<file path="src/rtl/bmult_share_arb.sv">
// Round-robin share of one pipelined WxW multiplier among N_REQ valid/ready clients; tagged products
// return LAT+2 cycles after acceptance, in issue order, with no response backpressure (one grant per cycle).
module bmult_share_arb #(
  parameter int N_REQ = 4,
  parameter int W     = 6,
  parameter int LAT   = 1,
  localparam int IDW  = $clog2(N_REQ)
) (
  input  logic                 clk,
  input  logic                 rst,
  input  logic [N_REQ-1:0]     req_valid,
  output logic [N_REQ-1:0]     req_ready,
  input  logic [N_REQ*W-1:0]   req_a,
  input  logic [N_REQ*W-1:0]   req_b,
  output logic [W-1:0]         mul_a,
  output logic [W-1:0]         mul_b,
  input  logic [2*W-1:0]       mul_p,
  output logic                 rsp_valid,
  output logic [IDW-1:0]       rsp_id,
  output logic [2*W-1:0]       rsp_p,
  output logic                 busy
);

  logic [W-1:0]     a_arr [N_REQ];
  logic [W-1:0]     b_arr [N_REQ];

  logic [IDW-1:0]   ptr_q, ptr_d;
  logic [IDW-1:0]   gnt_id;
  logic [IDW-1:0]   cand;
  logic             gnt_found;
  int               arb_idx;

  logic [W-1:0]     mul_a_q, mul_b_q;
  logic             iss_vld_q;
  logic [IDW-1:0]   iss_id_q;
  logic [LAT-1:0]   tag_vld_q;
  logic [IDW-1:0]   tag_id_q [LAT];
  logic             rsp_vld_q;
  logic [IDW-1:0]   rsp_id_q;
  logic [2*W-1:0]   rsp_p_q;

  for (genvar i = 0; i < N_REQ; i++) begin : g_unpack
    assign a_arr[i] = req_a[i*W +: W];
    assign b_arr[i] = req_b[i*W +: W];
  end

  // First valid requester at or above the pointer, wrapping.
  always_comb begin
    gnt_found = 1'b0;
    gnt_id    = '0;
    arb_idx   = 0;
    cand      = '0;
    for (int k = 0; k < N_REQ; k++) begin
      arb_idx = int'(ptr_q) + k;
      if (arb_idx >= N_REQ) arb_idx = arb_idx - N_REQ;
      cand = IDW'(arb_idx);
      if (!gnt_found && req_valid[cand]) begin
        gnt_found = 1'b1;
        gnt_id    = cand;
      end
    end
  end

  assign ptr_d     = (gnt_id == IDW'(N_REQ - 1)) ? '0 : gnt_id + IDW'(1);
  assign req_ready = (gnt_found && !rst) ? (N_REQ'(1) << gnt_id) : '0;

  // The issue register sits ahead of the LAT-deep tag pipe, so the last tag
  // stage lines up with the cycle in which mul_p carries that product.
  always_ff @(posedge clk or posedge rst) begin
    if (rst) begin
      ptr_q     <= '0;
      mul_a_q   <= '0;
      mul_b_q   <= '0;
      iss_vld_q <= 1'b0;
      iss_id_q  <= '0;
      tag_vld_q <= '0;
      for (int k = 0; k < LAT; k++) tag_id_q[k] <= '0;
      rsp_vld_q <= 1'b0;
      rsp_id_q  <= '0;
      rsp_p_q   <= '0;
    end else begin
      if (gnt_found) begin
        ptr_q   <= ptr_d;
        mul_a_q <= a_arr[gnt_id];
        mul_b_q <= b_arr[gnt_id];
      end
      iss_vld_q    <= gnt_found;
      iss_id_q     <= gnt_id;
      tag_vld_q[0] <= iss_vld_q;
      tag_id_q[0]  <= iss_id_q;
      for (int k = 1; k < LAT; k++) begin
        tag_vld_q[k] <= tag_vld_q[k-1];
        tag_id_q[k]  <= tag_id_q[k-1];
      end
      rsp_vld_q <= tag_vld_q[LAT-1];
      if (tag_vld_q[LAT-1]) begin
        rsp_id_q <= tag_id_q[LAT-1];
        rsp_p_q  <= mul_p;
      end
    end
  end

  assign mul_a     = mul_a_q;
  assign mul_b     = mul_b_q;
  assign rsp_valid = rsp_vld_q;
  assign rsp_id    = rsp_id_q;
  assign rsp_p     = rsp_p_q;
  assign busy      = iss_vld_q | (|tag_vld_q) | rsp_vld_q;

endmodule
</file>
<file path="config.mk">
export PLATFORM = sky130hd
export DESIGN_NAME = bmult_share_arb
export DESIGN_NICKNAME = d
export VERILOG_FILES = /design/src/rtl/bmult_share_arb.sv
export SDC_FILE = /design/constraint.sdc
export NUM_CORES = 1
export LEC_CHECK = 0
export ABC_AREA = 1
export CAP_MARGIN = 10
export CORE_MARGIN = 5
export CORE_UTILIZATION = 33
export DETAILED_ROUTE_END_ITERATION = 7
export GPL_TIMING_DRIVEN = 0
export PLACE_DENSITY = 0.68
export RECOVER_POWER = 50
export SLEW_MARGIN = 10
export SYNTH_ARGS = -nofsm -noshare
export SYNTH_HDL_FRONTEND = slang
export SYNTH_SLANG_ARGS = --single-unit
</file>
<file path="constraint.sdc">
create_clock -name clk -period 2.4 [get_ports clk]
set_input_delay 0.6 -clock clk [delete_from_list [all_inputs] [get_ports clk]]
set_output_delay 0.6 -clock clk [all_outputs]
set_load 0.005 [all_outputs]
</file>
==> results of run 1 <==
[cells in the final DEF (no fill, tap or decap)]
cell type / n
a21oi_1: 1
nand2_1: 152
clkinvlp_4: 1
clkbuf_1: 3
dlygate4sd2_1: 4
nor2_4: 2
a31oi_4: 1
clkinv_8: 1
nand3_1: 14
bufinv_16: 1
nor2_1: 3
nand4_1: 24
buf_8: 1
nor3_2: 2
buf_6: 5
nand3_2: 2
inv_2: 7
nand3_4: 7
buf_2: 13
clkdlybuf4s50_1: 87
inv_1: 30
o21ai_0: 1
clkbuf_8: 6
ha_4: 2
dfrtp_2: 1
buf_4: 20
inv_4: 2
nor2_2: 1
dlygate4sd3_1: 2
clkinvlp_2: 1
nand2_2: 13
dfrtp_1: 34
or3_1: 1
nand2_4: 8
clkinv_2: 1
[cell type report]
class | count | area (um^2) | area share (%)
Sequential cell | 35 | 877 | 23.4
Inverter | 41 | 175 | 4.67
Clock buffer | 6 | 82.6 | 2.20
Tap cell | 77 | 96.3 | 2.57
Multi-Input combinational cell | 234 | 1250 | 33.4
Clock inverter | 2 | 35.0 | 0.935
Timing Repair inverter | 1 | 5.00 | 0.134
Timing Repair Buffer | 120 | 1130 | 30.1
Buffer | 15 | 96.3 | 2.57
[registers in the layout, summed over array words and instances (netlist names)]
name and flops:
iss_id_q 2, iss_vld_q 1, mul_a 6, mul_b 6
ptr_q 2, rsp_id 2, rsp_p 12, rsp_valid 1
tag_id_q 2, tag_vld_q 1
[worst max path at each step]
stage	startpoint	to	slack, ns	depth (start not counted)
2_1_floorplan	req_valid[1]	req_ready[3]	0.008	13
3_3_place_gp	req_valid[1]	req_ready[3]	-1.10	14
3_5_place_dp	req_valid[1]	req_ready[3]	-1.16	14
4_1_cts	ptr_q[0]$_DFFE_PP0P_	req_ready[2]	-0.24	13
5_1_grt	ptr_q[0]$_DFFE_PP0P_	req_ready[3]	-0.41	14
6_report	ptr_q[0]$_DFFE_PP0P_	req_ready[2]	-0.32	14
[metal layers]
layer / share of wire, % / vias to the layer above / GRT usage [%]
met5: 0 / - / 0
met4: 1.8 / 0 / 5.38
met3: 9.4 / 11 / 4.21
met2: 47 / 97 / 28.1
met1: 42 / 1125 / 21.6
li1: - / 1263 / -
[stage by stage]
stage	area [um^2]	std cells	hold WS (ns)
6_report	3750	531	0.350
5_1_grt	3750	531	0.355
4_1_cts	3590	525	0.349
3_5_place_dp	3250	500	0.337
3_3_place_gp	3250	500	0.332
2_1_floorplan	2190	326	0.331
[power breakdown]
| part | switching (mW) | internal [mW] | total (mW) |
|---|---|---|---|
| sequential | 0.170 | 0.912 | 1.08 |
| clock | 0.210 | 0.336 | 0.546 |
| combinational | 2.46 | 1.94 | 4.39 |
| total | 2.84 | 3.18 | 6.02 |
[worst max-delay path: stages (launching register included)]
cell      delay [ns]
dfrtp_1         0.36
buf_6           0.15
clkinv_8        0.07
buf_8           0.13
nand2_2         0.05
nand2_2         0.05
nand2_2         0.06
nand2_2         0.06
buf_4           0.14
a31oi_4         0.17
nand3_2         0.18
ha_4            0.20
inv_1           0.04
nor2_1          0.04
buf_2           0.12
[cell families after synthesis]
| group | Yosys count |
|---|---|
| AOI/OAI and AO/OA | 3 |
| adders and majority gates | 2 |
| buffers and inverters | 57 |
| DFF | 35 |
| and+or+nand+nor | 229 |
[what timing repair did]
action / in CTS / in global routing
setup endpoints to repair: 4 / 10
setup buffers: 16 / 7
gates resized for setup: 58 / 27
pin swaps: 21 / 11
gates cloned: 2 / 0
hold endpoints to repair: 0 / 0
==> impl_results.md, run 1 <==
- WP data required: around 1.8 ns
- Post-route total power: between 6 and 7 mW
- Synth Area in Compound Gates: just over 1%
- Layout cells sized above 1: between 20 and 25%
- Critical Path End Type: output pin
- Crit Reg-Reg Endpoint: mul_a[5]$_DFFE_PP0P_
- CTS tree: built
- Worst-margin pin slew: 0.829 ns
- Startpoint types: flip-flop
- Chip width: around 91 um
- Post-layout util: about three fifths
- Synth top area share: between 40% and 50%
- Port bufs: 97
- Failing checks: negative setup slack
- Largest family of logic cells by synthesized area: simple AND/OR/NAND/NOR gates
- Slew Limit Fails: 0
- Drt total wl: about 7.3 mm
- Max-Cap Viols: 0
- Yosys reg bits: 35
- Commonest cells in the netlist: nand2_1 (169), inv_1 (38), dfrtp_1 (35)
- Sequential element share of the synthesized area: between 40% and 50%
- Post-Synth Adder-Cell Area: between 1 and 1.5%
- Mapped cell area: between 2000 and 2500 um^2
- Vias in the first global route: about 2500
- Endpoint of the worst hold path: tag_id_q[1]$_DFF_PP0_
- Via count: 2496
- Pleak: between 1.5 and 2 nW
- Via/cell ratio: between 4 and 5
- Ant diodes: 0
- Clk_lat worst skew: 0.29 ns
- Syn nets: roughly 400
- Hold Path Cell Cnt: 0
- RD Place Congestion: between 0.8 and 0.9
- Total gr overflow: 0
- Root Buffer: clkbuf_8
- Wire per inst: ~14 um
- Worst-path clk slew: roughly 0.07 ns
- Worst EP arrival: about 2.1 ns
- Clock Skews: around 0.0074 ns
- # H-tree levels: 2
- RSZ-0062 raised after global routing: yes
- Fin crit share: 113%
- Clk buf depth: 2
- Post-synthesis xor/xnor area fraction: 0%
- Antenna-violating nets left: 0
- Worst-path maximum fanout: 6
- R2R Setup Slk: roughly 0.16 ns
- Die area: roughly 8300 um^2
- Initial antenna violation count: 0
- CTS Hold Bufs: 0
- Cell row count: 29
- Total CTS buffers: 5
- Starting Density: between 30 and 40%
- Worst slew margin: 44.4%
- Hpwl dp: 5.05 mm
- Max Clk Rate: around 0.37 GHz
- Syn avg cell area: roughly 6.7 um^2
- I/O Pins: between 90 and 100
- Worst hold start: iss_id_q[1]$_DFF_PP0_
- Reg2reg path depth: 17
- Main area contributors after synthesis: dfrtp_1 (40%), nand2_1 (29%), nand4_1 (6.9%)
- RR Startpoint: ptr_q[0]$_DFFE_PP0P_
- Setup_tns: -1.18 ns
- Most numerous cell in the Yosys netlist: nand2_1
- DRC viols: 0
- HP Class: reg -> reg
- # setup viols final: 4
- Synth Area in Simple Gates: 46.0%
- Final Hold Fails: 0
- Layout overhead on the synthesized area: 71.6%
- Most area-hungry cell type in the Yosys netlist: dfrtp_1
- Core Area: about 6400 um^2
- Yosys warning count: 0
- Synthesized instance count: between 300 and 400
- Worst slack, placed: -1.16 ns
- Largest net degree at the start of global routing: 19
- Final net count: around 520
- PD cells: between 1500 and 2000 nW/um^2
- Async S/R FF share, synth: 100%
- Netlist cell types: 23
- WS Path Type: reg -> out
- Predominant post-synthesis flop cell: dfrtp_1
- Die Y: slightly above 90 um
- Final min period: 2.72 ns
- Proportion of synthesized area in mux cells: 0%
- # fillers: between 500 and 600
- Num Clock Sinks: 35
- Largest vdd supply drop: ~1100 uV
- Overall routing resource usage: approximately 17%
- 1st-pass router iterations: 4
- Iteration-0 DRC Markers: between 100 and 150
- Outcome: finished, violations left
- Number of flops mapped to enable cells by yosys: 0
- Global-route wire length before repair: about 12 mm
- Setup ws final: -0.321 ns
No activity file was read; power rests on OpenSTA's default activity.
==> run 2, diff against run 1 <==
--- a/config.mk
+++ b/config.mk
@@ -7,11 +7,10 @@
 export LEC_CHECK = 0
 export ABC_AREA = 1
 export CAP_MARGIN = 10
-export CORE_MARGIN = 5
 export CORE_UTILIZATION = 33
 export DETAILED_ROUTE_END_ITERATION = 7
 export GPL_TIMING_DRIVEN = 0
-export PLACE_DENSITY = 0.68
+export PLACE_DENSITY = 0.76
 export RECOVER_POWER = 50
 export SLEW_MARGIN = 10
 export SYNTH_ARGS = -nofsm -noshare
==> run 2 against run 1 <==
Against the previous run:
- global-route usage is 3.0 points higher
- sequential share of layout area is 0.60 points higher
- combinational power is 3% lower
- first-iteration DRC count is 20% lower
- worst hold slack worse by 0.0027 ns
- sequential power hardly changed
- the flow still finishes with violations (negative setup slack)
- worst setup slack better by 0.061 ns
- largest cell class is now non-clock buffers
- die area is 17% lower
- clock skew is 0.0036 ns lower
- sequential cell count stayed put
==> impl_results.md, run 2 (synthesis gave the netlist of run 1 again) <==
- Die Y: 83.3 um
- Setup ws final: -0.260 ns
- WS Path Type: reg -> out
- DRC viols: 0
- Total gr overflow: 0
- I/O Pins: a little under 100
- Final net count: 523
- R2R Setup Slk: 0.14 ns
- Cell row count: 29
- Startpoint types: flip-flop
- Core Area: ~6400 um^2
- Layout overhead on the synthesized area: 67.3%
- Via count: ~2600
- Total CTS buffers: 5
- Hpwl dp: approximately 4.7 mm
- Overall routing resource usage: approximately a fifth
- Pleak: between 1.5 and 2 nW
- Iteration-0 DRC Markers: ~110
- Largest register FFs: 12
- PD cells: approximately 1600 nW/um^2
- Num Clock Sinks: 35
- Max Clk Rate: roughly 0.38 GHz
- Final min period: ~2.7 ns
- Via/cell ratio: roughly 4.8
- Clk_lat worst skew: about 0.28 ns
- Vias in the first global route: 2437
- Wire per inst: 13.0 um
- Worst slack, placed: -1.16 ns
- Root Buffer: clkbuf_8
- Port bufs: 97
- Ant diodes: 0
- Worst slew margin: ~47%
- Clk buf depth: 2
- Die area: about 7000 um^2
- CTS Hold Bufs: 0
- # H-tree levels: 2
- Initial antenna violation count: 0
- WP data required: about 1.8 ns
- Layout cells sized above 1: around a fifth
- Largest vdd supply drop: 770 uV
- 1st-pass router iterations: 4
- CTS tree: built
- # setup viols final: 4
- Post-route total power: approximately 5.8 mW
- RSZ-0062 raised after global routing: yes
- Drt total wl: a little under 7 mm
- Worst EP arrival: 2.06 ns
- Slew Limit Fails: 0
- Commonest non-fill, non-tap cell in the layout: nand2_1
- Worst-margin pin slew: slightly below 0.8 ns
- Global-route wire length before repair: approximately 11 mm
- Most frequent cells in the layout: nand2_1 (155), clkdlybuf4s50_1 (87), dfrtp_1 (34), inv_1 (33), nand4_1 (24)
- Worst-path clk slew: 0.07 ns
- Max-Cap Viols: 0
- Clock Skews: roughly 0.0038 ns
- Largest net degree at the start of global routing: 19
- HP Class: reg -> reg
- Chip width: about 83 um
- Fin crit share: 111%
- Critical Path End Type: output pin
- Worst-path maximum fanout: 10
- RD Place Congestion: 0.875
- Outcome: finished, violations left
- Failing checks: negative setup slack
- Starting Density: ~34%
- Antenna-violating nets left: 0
- Final Hold Fails: 0
==> run 2: report_power, final <==
group          internal [mW]  switching, mW  total, mW  leakage (nW)
clock                  0.262          0.195      0.457        0.0515
sequential             0.913          0.182       1.09         0.407
combinational           1.91           2.35       4.26          1.44
total                   3.08           2.73       5.81          1.90
==> run 2: area by class of cell <==
type	count	area [um^2]
Sequential cell	35	877
Tap cell	77	96.3
Clock buffer	8	100
Multi-Input combinational cell	234	1170
Timing Repair inverter	1	5.00
Buffer	15	100
Timing Repair Buffer	122	1140
Fill cell	567	2730
Inverter	41	165
==> run 2: final timing paths <==
| path | cells after the start | end | from |
|---|---|---|---|
| setup / recovery | 13 | req_ready[3] | ptr_q[0]$_DFFE_PP0P_ |
| hold / removal | 0 | tag_id_q[1]$_DFF_PP0_ | iss_id_q[1]$_DFF_PP0_ |
| setup reg to reg | 15 | mul_b[3]$_DFFE_PP0P_ | ptr_q[0]$_DFFE_PP0P_ |
| hold reg to reg | 0 | tag_id_q[1]$_DFF_PP0_ | iss_id_q[1]$_DFF_PP0_ |
| max in group asynchronous | 2 | ptr_q[1]$_DFFE_PP0P_ | rst |
| min in group asynchronous | 3 | rsp_id[1]$_DFFE_PP0P_ | rst |
==> run 2: critical path, cell delays in order (launching register included) <==
cell and delay [ns]:
dfrtp_1 0.41, buf_6 0.16, inv_8 0.08, nand2_2 0.08, nand3_2 0.09, nand2_2 0.09, nor2_4 0.19, nand3_4 0.12
nand3_4 0.13, inv_2 0.05, ha_1 0.18, inv_1 0.05, nor2_1 0.04, buf_2 0.12
==> run 2: repair_timing <==
action                                  4_1_cts  5_1_grt
setup buffers                                20        5
cloned                                        2        0
pin swaps                                    19        8
endpoints found under the setup margin        4        9
endpoints found under the hold margin         0        0
resized for setup                            58        4
==> run 2: metal layers <==
layer / global-route usage (%) / wire [um] / vias to the layer above
met3: 4.08 / 449 / 14
met1: 25.2 / 2990 / 1178
met4: 6.74 / 99 / 0
met5: 0 / 0 / -
met2: 33.7 / 3380 / 114
li1: - / - / 1262
==> run 2: metrics by stage <==
stage / std cells / setup TNS, ns / cell area [um^2] / hold slack [ns] / utilization, %
after floorplan: 326 / 0 / 2190 / 0.331 / -
after global placement: 500 / -4.59 / 3250 / 0.333 / 51.0
after detailed placement: 500 / -5.23 / 3250 / 0.335 / 51.0
after CTS: 529 / -0.824 / 3610 / 0.346 / 56.6
after global routing: 533 / -1.33 / 3650 / 0.353 / 57.2
final: 533 / -0.981 / 3650 / 0.347 / 57.2
